==> src/rtl/pe2ddr_mc_config.sv <==
// rtl/pe2ddr_mc_config.sv - instruction-driven write-back sequencer from PE groups to DDR write channels
// Each group launches one strided burst per enabled channel and waits for all of them to finish.
module pe2ddr_mc_config #(
    parameter int PE_NUM     = 32,
    parameter int PE_PER_GRP = 4,
    parameter int DDR_CH     = 2,
    parameter int DDR_ADDR_W = 32,
    parameter int BURST_W    = 8,
    parameter int GRP_NUM    = PE_NUM / PE_PER_GRP,
    parameter int GRP_W      = $clog2(GRP_NUM + 1),
    parameter int INST_W     = 3*DDR_ADDR_W + 2*BURST_W + GRP_W
) (
    input  logic                           i_clk,
    input  logic                           i_rst,
    input  logic                           i_pooling,
    input  logic [DDR_CH-1:0]              i_ch_mask,
    input  logic [INST_W-1:0]              i_ins,
    input  logic                           i_ins_valid,
    output logic                           o_ins_ready,
    output logic [GRP_W-1:0]               o_rd_sel,
    output logic                           o_busy,
    output logic [DDR_CH-1:0]              o_ddr_start,
    input  logic [DDR_CH-1:0]              i_ddr_done,
    output logic [DDR_CH*DDR_ADDR_W-1:0]   o_ddr_st_addr,
    output logic [DDR_CH*BURST_W-1:0]      o_ddr_burst,
    output logic [DDR_CH*DDR_ADDR_W-1:0]   o_ddr_step,
    output logic [DDR_CH*BURST_W-1:0]      o_ddr_burst_num
);

    localparam int OFF_BURST  = DDR_ADDR_W;
    localparam int OFF_STEP   = OFF_BURST + BURST_W;
    localparam int OFF_NUM    = OFF_STEP + DDR_ADDR_W;
    localparam int OFF_STRIDE = OFF_NUM + BURST_W;
    localparam int OFF_LAST   = OFF_STRIDE + DDR_ADDR_W;

    typedef enum logic [1:0] {S_IDLE, S_ISSUE, S_WAIT} state_t;

    state_t                         r_state;
    state_t                         w_next_state;

    logic                           r_ins_ready;
    logic                           r_busy;
    logic [GRP_W-1:0]               r_grp;
    logic [GRP_W-1:0]               r_last_grp;
    logic [DDR_CH-1:0]              r_mask;
    logic [DDR_CH-1:0]              r_done;
    logic [DDR_ADDR_W-1:0]          r_stride;
    logic [DDR_ADDR_W-1:0]          r_next_addr;
    logic [DDR_ADDR_W-1:0]          r_step;
    logic [BURST_W-1:0]             r_burst;
    logic [BURST_W-1:0]             r_burst_num;
    logic [DDR_CH*DDR_ADDR_W-1:0]   r_st_addr;

    logic [DDR_ADDR_W-1:0]          w_ins_base;
    logic [BURST_W-1:0]             w_ins_burst;
    logic [DDR_ADDR_W-1:0]          w_ins_step;
    logic [BURST_W-1:0]             w_ins_num;
    logic [DDR_ADDR_W-1:0]          w_ins_stride;
    logic [GRP_W-1:0]               w_ins_last;
    logic [GRP_W-1:0]               w_last_clamped;
    logic [BURST_W-1:0]             w_half_burst;
    logic [BURST_W-1:0]             w_burst_eff;

    logic                           w_accept;
    logic                           w_all_done;
    logic                           w_advance;
    logic                           w_load;
    logic [DDR_ADDR_W-1:0]          w_src_base;
    logic [DDR_ADDR_W-1:0]          w_src_stride;
    logic [DDR_ADDR_W-1:0]          w_acc;
    logic [DDR_ADDR_W-1:0]          w_next_grp_addr;
    logic [DDR_CH*DDR_ADDR_W-1:0]   w_addr_flat;

    assign w_ins_base   = i_ins[DDR_ADDR_W-1:0];
    assign w_ins_burst  = i_ins[OFF_BURST +: BURST_W];
    assign w_ins_step   = i_ins[OFF_STEP +: DDR_ADDR_W];
    assign w_ins_num    = i_ins[OFF_NUM +: BURST_W];
    assign w_ins_stride = i_ins[OFF_STRIDE +: DDR_ADDR_W];
    assign w_ins_last   = i_ins[OFF_LAST +: GRP_W];

    assign w_last_clamped = (w_ins_last >= GRP_W'(GRP_NUM)) ? GRP_W'(GRP_NUM - 1) : w_ins_last;
    assign w_half_burst   = w_ins_burst >> 1;
    assign w_burst_eff    = !i_pooling ? w_ins_burst :
                            (w_half_burst == '0) ? BURST_W'(1) : w_half_burst;

    assign w_accept   = (r_state == S_IDLE) && r_ins_ready && i_ins_valid;
    assign w_all_done = &(r_done | i_ddr_done);
    assign w_advance  = (r_state == S_WAIT) && w_all_done && (r_grp != r_last_grp);
    assign w_load     = w_accept || w_advance;

    // On accept the first group is addressed straight from the instruction word.
    assign w_src_base   = w_accept ? w_ins_base : r_next_addr;
    assign w_src_stride = w_accept ? w_ins_stride : r_stride;

    always_comb begin
        w_addr_flat = '0;
        w_acc       = w_src_base;
        for (int c = 0; c < DDR_CH; c++) begin
            w_addr_flat[c*DDR_ADDR_W +: DDR_ADDR_W] = w_acc;
            w_acc = w_acc + w_src_stride;
        end
        w_next_grp_addr = w_acc;
    end

    always_ff @(posedge i_clk or posedge i_rst) begin
        if (i_rst) begin
            r_state <= S_IDLE;
        end else begin
            r_state <= w_next_state;
        end
    end

    always_comb begin
        w_next_state = r_state;
        o_ddr_start  = '0;
        case (r_state)
            S_IDLE: begin
                if (w_accept) begin
                    w_next_state = S_ISSUE;
                end
            end
            S_ISSUE: begin
                o_ddr_start  = r_mask;
                w_next_state = S_WAIT;
            end
            S_WAIT: begin
                if (w_all_done) begin
                    w_next_state = (r_grp == r_last_grp) ? S_IDLE : S_ISSUE;
                end
            end
            default: w_next_state = S_IDLE;
        endcase
    end

    always_ff @(posedge i_clk or posedge i_rst) begin
        if (i_rst) begin
            r_ins_ready <= 1'b0;
            r_busy      <= 1'b0;
            r_grp       <= '0;
            r_last_grp  <= '0;
            r_mask      <= '0;
            r_done      <= '0;
            r_stride    <= '0;
            r_next_addr <= '0;
            r_step      <= '0;
            r_burst     <= '0;
            r_burst_num <= '0;
            r_st_addr   <= '0;
        end else begin
            r_ins_ready <= (w_next_state == S_IDLE);
            r_busy      <= (w_next_state != S_IDLE);

            if (w_accept) begin
                r_grp       <= '0;
                r_last_grp  <= w_last_clamped;
                r_mask      <= i_ch_mask;
                r_stride    <= w_ins_stride;
                r_step      <= w_ins_step;
                r_burst     <= w_burst_eff;
                r_burst_num <= w_ins_num;
            end else if (w_advance) begin
                r_grp <= r_grp + GRP_W'(1);
            end

            if (w_load) begin
                r_st_addr   <= w_addr_flat;
                r_next_addr <= w_next_grp_addr;
            end

            // Masked channels start out complete so they never hold up a group.
            if (r_state == S_ISSUE) begin
                r_done <= ~r_mask;
            end else if (r_state == S_WAIT) begin
                r_done <= r_done | i_ddr_done;
            end
        end
    end

    assign o_ins_ready     = r_ins_ready;
    assign o_busy          = r_busy;
    assign o_rd_sel        = r_grp;
    assign o_ddr_st_addr   = r_st_addr;
    assign o_ddr_burst     = {DDR_CH{r_burst}};
    assign o_ddr_step      = {DDR_CH{r_step}};
    assign o_ddr_burst_num = {DDR_CH{r_burst_num}};

endmodule
==> config.mk <==
export PLATFORM = sky130hd
export DESIGN_NAME = pe2ddr_mc_config
export DESIGN_NICKNAME = d
export VERILOG_FILES = /design/src/rtl/pe2ddr_mc_config.sv
export SDC_FILE = /design/constraint.sdc
export NUM_CORES = 1
export LEC_CHECK = 0
export BUFFER_PORTS_ARGS = -buffer_cell sky130_fd_sc_hd__clkbuf_2
export CORE_ASPECT_RATIO = 0.9
export CORE_MARGIN = 2
export CORE_UTILIZATION = 54
export CTS_BUF_LIST = sky130_fd_sc_hd__clkbuf_16
export CTS_CLUSTER_DIAMETER = 200
export DETAILED_ROUTE_END_ITERATION = 10
export GPL_TIMING_DRIVEN = 0
export PLACE_DENSITY = 0.81
export SETUP_SLACK_MARGIN = 0.15
export SLEW_MARGIN = 20
export SYNTH_ARGS = -nofsm -noshare
export SYNTH_HDL_FRONTEND = slang
export SYNTH_SLANG_ARGS = --single-unit
==> constraint.sdc <==
create_clock -name i_clk -period 7.15 [get_ports i_clk]
set_clock_uncertainty 0.1 [all_clocks]
set_input_delay 0.715 -clock i_clk [delete_from_list [all_inputs] [get_ports i_clk]]
set_output_delay 0.715 -clock i_clk [all_outputs]
set_load 0.005 [all_outputs]
; Word-level counts from Yosys, hierarchy flattened
; Index checks and enable logic that the tools add are counted.
; Widths: inputs -> output; s select.
[totals]
register_bits = 192
input_bits = 124
out_inout_bits = 168
word_cells = 49
[classes]
n_addsub = 3
magnitude_cmp = 1
eq_ne = 4
mux = 14
bitwise = 2
reduce_logical = 12
[ops]
columns = cell, n
row1 = $add 32x32->32, 2
row2 = $mux 32, 2
row3 = $mux 4, 3
row4 = $mux 2, 5
row5 = $logic_not 8->1, 1
row6 = $mux 8, 1
row7 = $mux 7, 1
row8 = $pmux 2 s3, 1
row9 = $reduce_bool 2->1, 3
row10 = $add 4x1->4 const B, 1
row11 = $eq 4x4->1, 1
row12 = $ge 4x4->1 const B, 1
row13 = $logic_and 1x1->1, 4
row14 = $logic_not 2->1, 2
row15 = $ne 4x4->1, 1
row16 = $eq 2x1->1 const B, 1
row17 = $eq 2x2->1 const B, 1
row18 = $not 2->2, 1
row19 = $or 2x2->2, 1
row20 = $reduce_and 2->1, 1
row21 = $logic_or 1x1->1, 1
row22 = $mux 1, 1

; Longest topological paths before layout
[depth]
depth_word = 6
depth_mapped = 31
ltp_nobuf = 26

; Worst setup path after synthesis
; No wires, ideal clock.
[synth_timing]
path_type = input to register
start = input port i_ins_valid
end = register r_next_addr[31]
setup_time_ns = 0.125
t_arrival_ns = 6.206
t_required_ns = 6.925
setup_slack_ns = 0.719
cell_stages = 29
path_buffers = 5
cell_sequence = nand3_2 buf_2 clkbuf_1 clkbuf_1 clkbuf_1 nand2_1 nand2_1 ha_1 fa_1 a21oi_1 o211ai_1 o211a_1 o311a_1 o211a_1 o311ai_1 a21boi_1 nor3_1 nor2_1 ha_1 clkbuf_1 a211oi_1 nor2_1 nor4_1 o41ai_1 a21oi_1 o21ai_1 a211oi_1 xnor3_1 mux2_2
[synth_between]
elab_chain_cells = 4
word_cells_on_any_way = 6
cone_classes = add/sub (2) / mux (2) / reduce/logical (2)
[synth_lines]
columns = element, line
row1 = from (decl), 18  ; input logic i_ins_valid,
row2 = $logic_and 1x1->1, 86  ; assign w_accept = (r_state == S_IDLE) && r_ins_ready && i_ins_valid;
row3 = $mux 32, --
row4 = via w_src_stride[0], 69  ; logic [DDR_ADDR_W-1:0] w_src_stride;
row5 = $add 32x32->32, 100  ; w_acc = w_acc + w_src_stride;
row6 = via w_addr_flat[52], 72  ; logic [DDR_CH*DDR_ADDR_W-1:0] w_addr_flat;
row7 = $add 32x32->32, 100
row8 = to (signal assigned), 167  ; r_next_addr <= w_next_grp_addr;
row9 = to (decl), 48  ; logic [DDR_ADDR_W-1:0] r_next_addr;
; The timed path passes the listed nets, and every way through them passes these cells.
; A chain may end at the register's enable or synchronous reset.

; Worst setup path in the final report
[layout_timing]
start = register r_state[0]
end = register r_next_addr[31]
[layout_between]
elab_chain_cells = 6
word_cells_on_any_way = 11
cone_classes = add/sub (2) / eq/ne (1) / mux (2) / reduce/logical (6)
[layout_lines]
columns = element, line
row1 = from (decl), 38  ; state_t r_state;
row2 = from (signal assigned), 109  ; r_state <= w_next_state;
row3 = $logic_not 2->1, 86
row4 = $logic_and 1x1->1 (2 in series), 86
row5 = $mux 32, --
row6 = via w_src_stride[0], 69
row7 = $add 32x32->32, 100
row8 = via w_addr_flat[52], 72
row9 = $add 32x32->32, 100
; The timed path passes the listed nets, and every way through them passes these cells.

==> impl_metrics.yaml <==
global_route:
  grt_pass1_vias: 9848
  grt_start_max_net_pins: 99
  overflow: 0
  antenna_found_initial: 1
  grt_usage: 0.310
  grt_pass1_wl_mm: 53.2
placed_design:
  hpwl_mm: 26.1
  io_buffer_count: 290
  routabilityCongestion: 0.961
  place_ws_ns: -1.05
  post-place-cells: 1878
sta:
  maxSlewHeadroom: 0.361
  whs_ns: 0.297
  drv_slew: 0
  max_freq_mhz: 147
  finalHoldViolCount: 0
  tightest_slew_ns: 0.958
  period_needed_ns: 6.80
  rsz0062_at_grt: "no"
  period_share: 0.951
  setup_ws_ns: 0.349
  setup_viol: 0
routing:
  dr.pass1.iters: 5
  drt_iter0_markers: 892
  drc: 0
  wl_mm: 34.4
  vias: 10500
  vias_per_cell: 5.47
  wl_per_cell_um: 17.9
  antenna_left: 0
floorplanning:
  io_pins: 292
  fp.dieH_um: 141
  initial_core_util: 0.548
  die_x_um: 157
  core-area_mm2: 0.0207
  num_rows: 50
  dieArea_mm2: 0.0222
cells_and_area:
  drive_gt1_frac: 0.275
  fin_nets: 1807
  fin_cells: 1917
  syn_to_final_growth_pct: 22.6
  fillerInstances: 1728
  final_cell_mix: "nand2_1 (410), clkbuf_2 (294), dfrtp_1 (191)"
  final_common_cell: "nand2_1"
  postLayoutCoreUtil: 0.671
clock_tree:
  hold_buffers: 0
  cts_made_buffers: 17
  clk_latency_ns: 0.44
  cts.sinks: 191
  cts_tree: "yes"
  cts_max_level: 4
  clk_pin_slew_ns: 0.08
  clk_path_buf_depth: 2
  cts_root_buffer: "clkbuf_16"
synthesis:
  syn_nets: 1491
  yosysTopAreaCell: "dfrtp_1"
  synthTopCellsByArea: "dfrtp_1 (42%), nand2_1 (14%), ha_1 (7.1%)"
  synth_edf_count: 0
  yosysSeqAreaShare: 0.422
  syn_inst: 1301
  ys.flop_type: "dfrtp_1"
  synth_area_mm2: 0.0113
  async_flop_share: 1.00
  synth_warnings: 0
  ys_ff_latch: 191
  syn_area_per_cell_um2: 8.72
  synth_top_area_frac: 0.422
  yosysUniqueCellTypes: 69
critical_path:
  cp-end-kind: "flip-flop"
  reg2reg_from: "r_state[0]$_DFF_PP0_"
  crit_path_top_delay_cell: "fa_1"
  reg2regPathDepth: 30
  startpoint_type: "flip-flop"
  worstPathRequired_ns: 7.38
  crit_path_start: "r_state[0]$_DFF_PP0_"
  path_class: "flip-flop to flip-flop"
  crit_fanout: 10
  cpPeakStageDelay_ns: 0.43
  cp.arrival_ns: 7.03
status:
  status: "complete, no violations"
hold_path:
  hold_class: "primary input to async pin"
job:
  max_cap_violations: 0
-- state kept, by name (all words and copies together) (netlist names) --
register,count
r_state,2
o_ins_ready,1
r_done,2
o_rd_sel,4
r_mask,2
r_step,32
r_burst,8
o_busy,1
r_burst_num,8
r_stride,32
o_ddr_st_addr,63
r_last_grp,4
r_next_addr,32
-- synth_stat cells, drive strengths merged (4+ instances only) --
cell    instances
a211oi          8
nand2b         13
a31oi           6
ha             64
o31ai           6
nor2b           9
o21ai          60
mux2           37
o21a           11
nand4           6
and2            7
a21oi          66
nor3           12
dfrtp         191
nor2           70
mux2i          17
and3            9
xor2           27
a21boi          4
a21o           22
clkbuf         42
maj3            4
nand3          14
buf            60
xnor2          34
o211ai          4
inv            22
o21bai          8
nand2         410
a22oi           4
nor4            7
-- critical path: cells and delay by family (launching register included) --
kind	cells	cell delay, ns
AO/OA/AOI/OAI	13	2.90
flip-flops	1	0.40
buffers and inverters	5	0.92
AND/OR/NAND/NOR	6	0.72
XOR/XNOR	1	0.23
adder cells (fa/ha/maj)	4	1.12
multiplexers	1	0.26
-- area by class of cell --
| cell class | count | area, um^2 | area share |
|---|---|---|---|
| Multi-Input combinational cell | 986 | 5960 | 0.429 |
| Sequential cell | 191 | 4780 | 0.344 |
| Timing Repair Buffer | 298 | 1530 | 0.110 |
| Buffer | 101 | 604 | 0.0435 |
| Clock buffer | 17 | 425 | 0.0306 |
| Tap cell | 286 | 358 | 0.0257 |
| Clock inverter | 15 | 146 | 0.0105 |
| Inverter | 22 | 90.1 | 0.00648 |
| Antenna cell | 1 | 2.50 | 0.000180 |
-- worst paths after layout --
check / slack (ns) / end
worst min-delay path: 0.30 / r_step[9]$_DFFE_PP0N_
worst max register to register: 0.35 / r_next_addr[31]$_DFFE_PP0P_
max in group asynchronous: 5.72 / o_ddr_st_addr[38]$_DFFE_PP0P_
worst max-delay path: 0.35 / r_next_addr[31]$_DFFE_PP0P_
min in group i_clk: 0.35 / r_step[6]$_DFFE_PP0N_
worst min register to register: 0.37 / o_ddr_st_addr[43]$_DFFE_PP0P_
-- layer usage --
layer | GRT usage | wire length, um | vias up
met2 | 0.496 | 15900 | 448
met3 | 0.0571 | 2740 | 66
met4 | 0.106 | 975 | 0
met5 | 0 | 0 | -
li1 | - | - | 4999
met1 | 0.426 | 14800 | 4977
-- per-stage QoR --
| step | setup TNS, ns | area (um^2) |
|---|---|---|
| global placement | -191.88 | 13100 |
| floorplan | 0 | 11300 |
| CTS | 0 | 13800 |
| global route | 0 | 13900 |
| finish | 0 | 13900 |
| detailed placement | -8.31 | 13200 |
-- cell families after synthesis --
logic type | count (synthesis) | share of synthesized area
multiplexers | 54 | 0.0524
buffers and inverters | 124 | 0.0575
flip-flops | 191 | 0.422
adder cells (fa/ha/maj) | 70 | 0.0777
XOR/XNOR | 63 | 0.0511
AO/OA/AOI/OAI | 228 | 0.130
AND/OR/NAND/NOR | 571 | 0.210
-- timing repair --
| item | CTS | global route |
|---|---|---|
| pin swaps | 0 | 3 |
| setup buffers | 0 | 7 |
| gates resized for setup | 24 | 15 |
| endpoints found under the setup margin | 16 | 9 |
Power is not shown: default switching activity piles up to over one toggle a cycle in this logic, so the estimate is an artifact.
